### config.mk
export PLATFORM = sky130hd
export DESIGN_NAME = fp16_add_sequencer_flat
export DESIGN_NICKNAME = d
export VERILOG_FILES = /design/src/rtl/fp16_pkg.sv /design/src/rtl/fp16_add_sequencer_if.sv /design/src/rtl/fp16_result_fifo.sv /design/src/rtl/fp16_add_sequencer.sv /design/src/flat_wrapper.sv
export SDC_FILE = /design/constraint.sdc
export NUM_CORES = 1
export LEC_CHECK = 0
export CAP_MARGIN = 20
export CORE_UTILIZATION = 33
export DETAILED_ROUTE_END_ITERATION = 10
export SYNTH_ARGS = -nofsm -noshare
export SYNTH_HDL_FRONTEND = slang
export SYNTH_SLANG_ARGS = --single-unit
### constraint.sdc
create_clock -name clk -period 11.2 [get_ports clk]
set_input_delay 2.24 -clock clk [delete_from_list [all_inputs] [get_ports clk]]
set_output_delay 2.24 -clock clk [all_outputs]
set_load 0.01 [all_outputs]
### src/rtl/fp16_pkg.sv
// Purpose: constants and field layout for IEEE-754 binary16 values, plus the
//          latency of the pipelined adder that the sequencer wraps.
// Ports:   none (package).
package fp16_pkg;

    localparam int FP16_W   = 16;
    localparam int EXP_W    = 5;
    localparam int MAN_W    = 10;
    localparam int EXP_BIAS = 15;
    localparam int ADD_LAT  = 3;

    typedef struct packed {
        logic             sign;
        logic [EXP_W-1:0] exp;
        logic [MAN_W-1:0] man;
    } fp16_t;

endpackage

### src/rtl/fp16_add_sequencer_if.sv
// Purpose: operand-in / result-out stream bundle of the fp16 add sequencer.
// Signals: in_valid/in_ready/in_x/in_y/in_tag  - operand pair stream
//          out_valid/out_ready/out_z/out_tag   - result stream
// Modports: slave  - the sequencer (accepts operands, produces results)
//           master - the producer/consumer side
interface fp16_add_sequencer_if #(
    parameter int TAG_W = 4
);
    import fp16_pkg::*;

    logic              in_valid;
    logic              in_ready;
    logic [FP16_W-1:0] in_x;
    logic [FP16_W-1:0] in_y;
    logic [TAG_W-1:0]  in_tag;

    logic              out_valid;
    logic              out_ready;
    logic [FP16_W-1:0] out_z;
    logic [TAG_W-1:0]  out_tag;

    modport slave (
        input  in_valid, in_x, in_y, in_tag, out_ready,
        output in_ready, out_valid, out_z, out_tag
    );

    modport master (
        output in_valid, in_x, in_y, in_tag, out_ready,
        input  in_ready, out_valid, out_z, out_tag
    );

endinterface

### src/rtl/fp16_result_fifo.sv
// Purpose: show-ahead synchronous FIFO holding {sum, tag} results.
// Ports:   clk, reset (async, active-high)
//          wr_en/wr_data  - push one entry (caller guarantees space)
//          rd_en          - pop the head entry when valid
//          rd_data        - head entry, zero while empty
//          valid          - FIFO not empty
//          count          - number of stored entries
module fp16_result_fifo #(
    parameter  int WIDTH = 20,
    parameter  int DEPTH = 4,
    localparam int PTR_W = $clog2(DEPTH),
    localparam int CNT_W = $clog2(DEPTH) + 1
) (
    input  logic             clk,
    input  logic             reset,
    input  logic             wr_en,
    input  logic [WIDTH-1:0] wr_data,
    input  logic             rd_en,
    output logic [WIDTH-1:0] rd_data,
    output logic             valid,
    output logic [CNT_W-1:0] count
);

    logic [WIDTH-1:0] mem_q [DEPTH];
    logic [WIDTH-1:0] mem_d [DEPTH];
    logic [PTR_W-1:0] wr_ptr_q, wr_ptr_d;
    logic [PTR_W-1:0] rd_ptr_q, rd_ptr_d;
    logic [CNT_W-1:0] count_q, count_d;
    logic             pop;

    assign valid = (count_q != '0);
    assign pop   = rd_en & valid;
    assign count = count_q;
    // Gating keeps the outputs at zero whenever nothing is buffered.
    assign rd_data = valid ? mem_q[rd_ptr_q] : '0;

    // DEPTH is a power of two, so pointers wrap by natural overflow.
    always_comb begin
        mem_d    = mem_q;
        wr_ptr_d = wr_ptr_q;
        rd_ptr_d = rd_ptr_q;
        if (wr_en) begin
            mem_d[wr_ptr_q] = wr_data;
            wr_ptr_d        = wr_ptr_q + PTR_W'(1);
        end
        if (pop) begin
            rd_ptr_d = rd_ptr_q + PTR_W'(1);
        end
        count_d = count_q + CNT_W'(wr_en) - CNT_W'(pop);
    end

    always_ff @(posedge clk or posedge reset) begin
        if (reset) begin
            for (int i = 0; i < DEPTH; i++) begin
                mem_q[i] <= '0;
            end
            wr_ptr_q <= '0;
            rd_ptr_q <= '0;
            count_q  <= '0;
        end else begin
            mem_q    <= mem_d;
            wr_ptr_q <= wr_ptr_d;
            rd_ptr_q <= rd_ptr_d;
            count_q  <= count_d;
        end
    end

endmodule

### src/rtl/fp16_add_sequencer.sv
// Purpose: issue/collect wrapper around the 3-stage fp16 adder. Operand pairs
//          are registered and driven to the adder, a valid/tag pipe follows
//          them through the adder, and results land in a credit-protected
//          FIFO so nothing is dropped while the consumer stalls.
// Ports:   clk, reset (async, active-high)
//          bus          - operand/result streams (slave side)
//          add_x/add_y  - operands to the adder
//          add_counter  - adder counter input, tied to zero
//          add_z        - adder result, aligned with the last pipe slot
//          busy         - an operation is in issue, pipe or FIFO
module fp16_add_sequencer
    import fp16_pkg::*;
#(
    parameter int TAG_W      = 4,
    parameter int FIFO_DEPTH = 4,
    parameter int ADD_LAT    = fp16_pkg::ADD_LAT
) (
    input  logic                clk,
    input  logic                reset,
    fp16_add_sequencer_if.slave bus,
    output logic [FP16_W-1:0]   add_x,
    output logic [FP16_W-1:0]   add_y,
    output logic [2:0]          add_counter,
    input  logic [FP16_W-1:0]   add_z,
    output logic                busy
);

    localparam int CNT_W = $clog2(FIFO_DEPTH) + 1;
    localparam int CRD_W = $clog2(FIFO_DEPTH + ADD_LAT + 2) + 1;

    typedef logic [TAG_W-1:0] tag_t;

    fp16_t              iss_x_q, iss_x_d;
    fp16_t              iss_y_q, iss_y_d;
    tag_t               iss_tag_q, iss_tag_d;
    logic               iss_v_q, iss_v_d;
    logic [ADD_LAT-1:0] pv_q, pv_d;
    tag_t               pt_q [ADD_LAT];
    tag_t               pt_d [ADD_LAT];
    logic               in_ready_q, in_ready_d;

    logic                    accept;
    logic                    fifo_wr;
    logic                    fifo_pop;
    logic                    fifo_valid;
    logic [CNT_W-1:0]        fifo_count;
    logic [FP16_W+TAG_W-1:0] fifo_rd_data;
    logic [CRD_W-1:0]        credit_used;

    assign accept   = bus.in_valid & in_ready_q;
    assign fifo_wr  = pv_q[ADD_LAT-1];
    assign fifo_pop = fifo_valid & bus.out_ready;

    always_comb begin
        iss_v_d   = accept;
        iss_x_d   = '0;
        iss_y_d   = '0;
        iss_tag_d = '0;
        if (accept) begin
            iss_x_d   = bus.in_x;
            iss_y_d   = bus.in_y;
            iss_tag_d = bus.in_tag;
        end

        pv_d    = {pv_q[ADD_LAT-2:0], iss_v_q};
        pt_d[0] = iss_tag_q;
        for (int i = 1; i < ADD_LAT; i++) begin
            pt_d[i] = pt_q[i-1];
        end

        // in_ready is registered from next-state occupancy, which equals the
        // credit rule evaluated on the registered state one cycle later. A
        // pop therefore frees its credit only from the following cycle.
        credit_used = CRD_W'(fifo_count) + CRD_W'(fifo_wr) - CRD_W'(fifo_pop)
                    + CRD_W'(iss_v_d);
        for (int i = 0; i < ADD_LAT; i++) begin
            credit_used = credit_used + CRD_W'(pv_d[i]);
        end
        in_ready_d = (credit_used < CRD_W'(FIFO_DEPTH));
    end

    always_ff @(posedge clk or posedge reset) begin
        if (reset) begin
            iss_v_q    <= 1'b0;
            iss_x_q    <= '0;
            iss_y_q    <= '0;
            iss_tag_q  <= '0;
            pv_q       <= '0;
            for (int i = 0; i < ADD_LAT; i++) begin
                pt_q[i] <= '0;
            end
            in_ready_q <= 1'b0;
        end else begin
            iss_v_q    <= iss_v_d;
            iss_x_q    <= iss_x_d;
            iss_y_q    <= iss_y_d;
            iss_tag_q  <= iss_tag_d;
            pv_q       <= pv_d;
            pt_q       <= pt_d;
            in_ready_q <= in_ready_d;
        end
    end

    fp16_result_fifo #(
        .WIDTH (FP16_W + TAG_W),
        .DEPTH (FIFO_DEPTH)
    ) u_fifo (
        .clk     (clk),
        .reset   (reset),
        .wr_en   (fifo_wr),
        .wr_data ({add_z, pt_q[ADD_LAT-1]}),
        .rd_en   (bus.out_ready),
        .rd_data (fifo_rd_data),
        .valid   (fifo_valid),
        .count   (fifo_count)
    );

    assign bus.in_ready               = in_ready_q;
    assign bus.out_valid              = fifo_valid;
    assign {bus.out_z, bus.out_tag}   = fifo_rd_data;
    assign add_x                      = iss_x_q;
    assign add_y                      = iss_y_q;
    assign add_counter                = 3'd0;
    assign busy                       = iss_v_q | (|pv_q) | fifo_valid;

endmodule

### src/flat_wrapper.sv
// flat-port wrapper written by rule: the top's interface ports become plain ports
module fp16_add_sequencer_flat import fp16_pkg::*;
#(
    parameter int TAG_W      = 4,
    parameter int FIFO_DEPTH = 4,
    parameter int ADD_LAT    = fp16_pkg::ADD_LAT
)
  (clk, reset, add_x, add_y, add_counter, add_z, busy, bus_in_valid, bus_in_x, bus_in_y, bus_in_tag, bus_out_ready, bus_in_ready, bus_out_valid, bus_out_z, bus_out_tag);
  fp16_add_sequencer_if #(.TAG_W(TAG_W)) bus_i ();
  input  logic clk;
  input  logic reset;
  output logic [FP16_W-1:0] add_x;
  output logic [FP16_W-1:0] add_y;
  output logic [2:0] add_counter;
  input  logic [FP16_W-1:0] add_z;
  output logic busy;
  input wire logic [$bits(bus_i.in_valid)-1:0] bus_in_valid;
  input wire logic [$bits(bus_i.in_x)-1:0] bus_in_x;
  input wire logic [$bits(bus_i.in_y)-1:0] bus_in_y;
  input wire logic [$bits(bus_i.in_tag)-1:0] bus_in_tag;
  input wire logic [$bits(bus_i.out_ready)-1:0] bus_out_ready;
  output wire logic [$bits(bus_i.in_ready)-1:0] bus_in_ready;
  output wire logic [$bits(bus_i.out_valid)-1:0] bus_out_valid;
  output wire logic [$bits(bus_i.out_z)-1:0] bus_out_z;
  output wire logic [$bits(bus_i.out_tag)-1:0] bus_out_tag;
  assign bus_i.in_valid = bus_in_valid;
  assign bus_i.in_x = bus_in_x;
  assign bus_i.in_y = bus_in_y;
  assign bus_i.in_tag = bus_in_tag;
  assign bus_i.out_ready = bus_out_ready;
  assign bus_in_ready = bus_i.in_ready;
  assign bus_out_valid = bus_i.out_valid;
  assign bus_out_z = bus_i.out_z;
  assign bus_out_tag = bus_i.out_tag;
  fp16_add_sequencer #(.TAG_W(TAG_W), .FIFO_DEPTH(FIFO_DEPTH), .ADD_LAT(ADD_LAT)) u_core (.clk(clk), .reset(reset), .bus(bus_i), .add_x(add_x), .add_y(add_y), .add_counter(add_counter), .add_z(add_z), .busy(busy));
endmodule
# Word-level counts from Yosys, hierarchy flattened

Cells that the tools add are included.

Flip-flop bits (word level): 140
Output and inout port bits: 58

Add/sub/neg operators: 10
Magnitude comparators: 4
Mux-type cells: 10
Bitwise logic cells: 6
Reductions and logical operators: 3

Operators with widths:

| kind                                                     | number |
|---|---|
| bitwise mux 80 bit                                       | 1 |
| two-way mux 20 bit                                       | 4 |
| binary-select mux 20 bit (select 2 bit)                  | 1 |
| demux 20 bit (select 2 bit)                              | 1 |
| two-way mux 16 bit                                       | 2 |
| adder 5 x 1 -> 5 bit                                     | 4 |
| greater-or-equal comparator 3 bit, second input constant | 2 |
| inverter 2 -> 3 bit                                      | 2 |
| < comparator 5 x 3 -> 1 bit, second input constant       | 1 |
| subtractor 5 x 1 -> 5 bit                                | 1 |
| adder 2 x 1 -> 2 bit, second input constant              | 2 |
| adder 3 x 1 -> 4 bit                                     | 1 |
| two-way mux 4 bit                                        | 1 |
| adder 3 x 1 -> 3 bit                                     | 1 |
| < comparator 3 x 1 -> 1 bit, second input constant       | 1 |
| nonzero test 3 bit                                       | 1 |
| OR reduction 3 bit                                       | 1 |
| subtractor 3 x 1 -> 3 bit                                | 1 |
| AND 1 bit                                                | 2 |
| bitwise OR 1 bit                                         | 2 |
| logical AND 1 bit                                        | 1 |

# Logic depth before layout (Yosys ltp)

Depth after elaboration: 8
Mapped depth: 10
Mapped depth without buffers: 10

# Cells and area by module

From an unflattened synthesis, not the netlist that was laid out.

Cell total of the unflattened synthesis: 383
Area, all modules: 5835.6 um^2

By module, submodules not included:

| module             | times used | cells each | area an instance (um^2) |
|---|---|---|---|
| fp16_result_fifo   | 1          | 251        | 3961.3 |
| fp16_add_sequencer | 1          | 132        | 1874.3 |

# Worst setup path before layout

OpenSTA, ideal clock, no wires.

Kind: input-to-reg
From: in bus_out_ready
To: reg u_core.in_ready_q, in the netlist u_core.bus.in_ready
Library setup time: 0.083 ns
Arrival time: 3.963 ns
Setup slack: 7.154 ns
Cell stages on the path: 9
Buffers on the path: 0
Cell sequence: and2_1 -> ha_1 -> fa_1 -> inv_1 -> ha_1 -> nand3_1 -> nor4bb_1 -> o21ai_0 -> o21ai_0

Longest elaborated chain between the ends: 7

RTL lines:

| item                               | line                      | text |
|---|---|---|
| start: declaration                 | flat_wrapper.sv:21        | `input wire logic [$bits(bus_i.out_ready)-1:0] bus_out_ready;` |
| AND 1 bit                          | fp16_add_sequencer.sv:52  | `assign fifo_pop = fifo_valid & bus.out_ready;` |
| subtractor 5 x 1 -> 5 bit          | fp16_add_sequencer.sv:74  | `credit_used = CRD_W'(fifo_count) + CRD_W'(fifo_wr) - CRD_W'(fifo_pop)` |
| adder 5 x 1 -> 5 bit               | fp16_add_sequencer.sv:75  | `+ CRD_W'(iss_v_d);` |
| adder 5 x 1 -> 5 bit (3 in series) | fp16_add_sequencer.sv:77  | `credit_used = credit_used + CRD_W'(pv_d[i]);` |
| < comparator 5 x 3 -> 1 bit        | fp16_add_sequencer.sv:79  | `in_ready_d = (credit_used < CRD_W'(FIFO_DEPTH));` |
| net u_core.in_ready_d              | fp16_add_sequencer.sv:40  | `logic in_ready_q, in_ready_d;` |
| end signal: assignment             | fp16_add_sequencer.sv:100 | `in_ready_q <= in_ready_d;` |
| end: declaration                   | fp16_add_sequencer.sv:40  |  |

The timed path passes the listed nets, and every way through them passes these cells.
A chain may end at the register's enable or synchronous reset.

# Final worst setup path

From: in bus_in_valid
To: reg u_core.in_ready_q, in the netlist u_core.bus.in_ready

Longest elaborated chain between the ends: 6

RTL lines:

| item                               | line                     | text |
|---|---|---|
| start: declaration                 | flat_wrapper.sv:17       | `input wire logic [$bits(bus_i.in_valid)-1:0] bus_in_valid;` |
| AND 1 bit                          | fp16_add_sequencer.sv:50 | `assign accept = bus.in_valid & in_ready_q;` |
| net u_core.accept                  | fp16_add_sequencer.sv:42 | `logic accept;` |
| adder 5 x 1 -> 5 bit               | fp16_add_sequencer.sv:75 |  |
| adder 5 x 1 -> 5 bit (3 in series) | fp16_add_sequencer.sv:77 |  |
| < comparator 5 x 3 -> 1 bit        | fp16_add_sequencer.sv:79 |  |
| net u_core.in_ready_d              | fp16_add_sequencer.sv:40 |  |

The timed path passes the listed nets, and every way through them passes these cells.

==> key figures <==
Status
  – Status: complete, no violations

Pwr
  – Max IR drop VDD: 136 uV
  – Power Total: 1.99 mW
  – PwrDens: 254 mW/mm^2
  – Lkg Pwr: 3.62 nW

Min path
  – Hold Path Class: flip-flop to flip-flop

Final layout
  – Post-Layout Inst Area: 0.00783 mm^2
  – Fill count: 1532
  – Sequential Area: 0.00350 mm^2
  – Area delta synth->final: 34.1%
  – Final Net Count: 573
  – Antenna diode count: 0
  – Layout cell share with drive strength beyond 1: 26.4%
  – Area occupied by multi-input gates: 0.00215 mm^2
  – Commonest non-fill, non-tap cell in the layout: dfrtp_1
  – Commonest non-fill, non-tap cells in the layout: dfrtp_1 (140), clkdlybuf4s50_1 (110), mux2_2 (80), and3_1 (36), and2_1 (22)

Synthesis
  – Post-synthesis compound-gate area fraction: 0.428%
  – Yosys cell types: 27
  – Mux cell area share after synthesis: 23.3%
  – Post-Synthesis Cells: 384
  – Synth Area in Adders: 4.33%
  – Mapped Area: 0.00584 mm^2
  – Yosys reg bits: 140
  – XOR/XNOR share of the synthesized area: 0.750%
  – Simple-Gate Fraction of Synth Area: 7.86%
  – Largest family of logic cells by synthesized area: multiplexers
  – Sequential share of the synthesized area: 60.0%
  – Post-Syn Area per Cell: 15.2 um^2
  – Synth Warn #: 0

Die
  – FP Rows: 48
  – Die Wd: 135 um
  – Starting Density: 33.8%
  – Die Footprint: 0.0182 mm^2
  – Die Height: 135 um
  – Core area: 0.0173 mm^2
  – Io pins: 114

Routing
  – Routed Antenna Nets: 0
  – Residual DRC: 0
  – Vias: 3422
  – Via density per instance: 4.65
  – Initial DRC Count: 74
  – Wirelength per Cell: 16.4 um
  – DR pass1 iterations: 4
  – Total Wirelength: 12.1 mm

GRT
  – GR Overflow Total: 0
  – Largest net degree at the start of global routing: 81
  – Global-route wire length before repair: 19.6 mm
  – Initial antenna violation count: 0
  – All-Layer GR Usage: 14.4%
  – Vias in the first global route: 3745

CTS
  – TritonCTS clock tree: built
  – H-tree depth: 4
  – Post-CTS Hold Buffers: 0
  – Clock Latency Late Sink: 0.41 ns
  – CTS Sinks: 140
  – Post_cts resized: 0
  – Clock Tree Root: clkbuf_16
  – Num CTS Buffers: 17
  – Setup Buffers After CTS: 0
  – CTS Buffer Depth: 2
  – Worst-path clk slew: 0.06 ns

Setup path
  – Critical Setup Path Class: input pin to flip-flop
  – CP Launch Type: input pin
  – CP max FO: 37
  – Critical Path RT: 11.53 ns
  – Worst EP arrival: 5.33 ns
  – CP endpoint kind: flip-flop

Placement
  – Pre-CTS WS: 5.83 ns
  – IO Port Bufs: 110
  – Post-DP Area: 0.00719 mm^2
  – GP Congestion: 0.734
  – Detailed-placement wirelength estimate: 7.78 mm

Timing
  – Worst-margin pin slew: 0.961 ns
  – Setup Total Neg Slack: 0 ns
  – Tmin final: 5.00 ns
  – FMAX: 200 MHz
  – Max Slew Vio Count: 0
  – Final setup margin: 6.20 ns
  – Final hold slack: 0.345 ns
  – Final hold violations: 0
  – Rel. slew slack: 35.7%
  – RSZ-0062 raised after global routing: false
  – Final period utilization: 44.7%
  – Final setup violation count: 0
  – Skew final: 0.00622 ns

Run
  – Max Cap Viol: 0
==> cells in the mapped netlist <==
cell	instances	share of area [%]
a21oi_1	2	0.17
buf_6	3	0.58
buf_2	9	0.77
or3_4	1	0.19
mux4_2	18	6.9
nand4b_1	1	0.15
mux2_2	80	15
fa_1	2	0.69
xnor2_1	2	0.30
and3b_1	1	0.15
nor4bb_1	1	0.17
nand2_1	9	0.58
conb_1	1	0.064
nor2_1	1	0.064
ha_1	17	3.6
dfrtp_1	140	60
and3_1	36	3.9
and2_1	22	2.4
nor3_1	1	0.086
o21ai_0	3	0.26
buf_4	4	0.51
and4b_1	1	0.17
xor2_1	3	0.45
mux4_1	2	0.90
inv_1	15	0.96
clkbuf_1	8	0.51
nand3_1	1	0.086
==> registers in the layout, summed over array words and instances, names as in the netlist <==
register / count
u_core.u_fifo.mem_q: 80
u_core.iss_v_q: 1
u_core.add_x: 16
u_core.bus.in_ready: 1
u_core.u_fifo.rd_ptr_q: 2
u_core.iss_tag_q: 4
u_core.u_fifo.wr_ptr_q: 2
u_core.pv_q: 3
u_core.add_y: 16
u_core.pt_d: 8
u_core.pt_q: 4
u_core.u_fifo.count: 3
==> layout make-up <==
cell class / instances / share of cell area, %
clock buffer: 27 / 6.68
clock inverter: 5 / 1.31
inverter: 15 / 0.783
multi-input combinational: 207 / 27.5
sequential: 140 / 44.7
tap: 225 / 3.59
timing repair buffer: 117 / 15.4
==> final timing paths <==
kind                                   startpoint                       to  slack (ns)  cells past startpoint
max in group asynchronous                   reset  u_core.u_fifo.mem_q[74]        7.59                      3
min                           u_core.iss_tag_q[3]           u_core.pt_d[7]        0.34                      0
max                                  bus_in_valid      u_core.bus.in_ready        6.20                     11
min reg2reg                   u_core.iss_tag_q[3]           u_core.pt_d[7]        0.34                      0
min in group asynchronous                   reset         u_core.add_x[11]        2.31                      2
max reg2reg                u_core.u_fifo.count[1]      u_core.bus.in_ready        8.13                     10
==> routing by layer <==
| metal | vias up | global-route usage (%) | part of all wire, % | wire, um |
|---|---|---|---|---|
| li1 | 1581 | - | - | - |
| met5 | - | 0 | 0 | 0 |
| met1 | 1719 | 17.6 | 44 | 5260 |
| met3 | 10 | 7.06 | 9.5 | 1140 |
| met2 | 112 | 22.1 | 46 | 5540 |
| met4 | 0 | 4.87 | 0.89 | 107 |
==> cells by family (layout without fill, tap and decap cells) <==
group           count (synthesis)  in the layout
mux                           100            100
other cells                     1              3
simple gates                   75             75
buf+inv                        39            164
xor+xnor                        5              5
flops                         140            140
fa+ha+maj                      19             19
compound gates                  5              5
==> power by group <==
part           leakage (nW)  switching [mW]  total [mW]  internal [mW]
clock                 0.304           0.200       0.586          0.386
combinational          1.53           0.245       0.654          0.409
sequential             1.78          0.0918       0.749          0.657
total                  3.62           0.536        1.99           1.45
==> through the flow <==
stage | std cells | utilization, %
after CTS | 735 | 45.2
final | 736 | 45.3
after global placement | 700 | 41.2
after floorplan | 386 | -
after global routing | 736 | 45.3
after detailed placement | 703 | 41.6
==> worst max-delay path, cell delays in order <==
cell,delay [ns]
clkdlybuf4s50_1,1.11
and2_1,0.25
inv_1,0.05
ha_1,0.28
fa_1,0.50
inv_1,0.05
ha_1,0.26
nand3_1,0.11
nor4bb_1,0.27
o21ai_0,0.12
o21ai_0,0.10
Note: power is estimated with default switching activity, not from simulation.
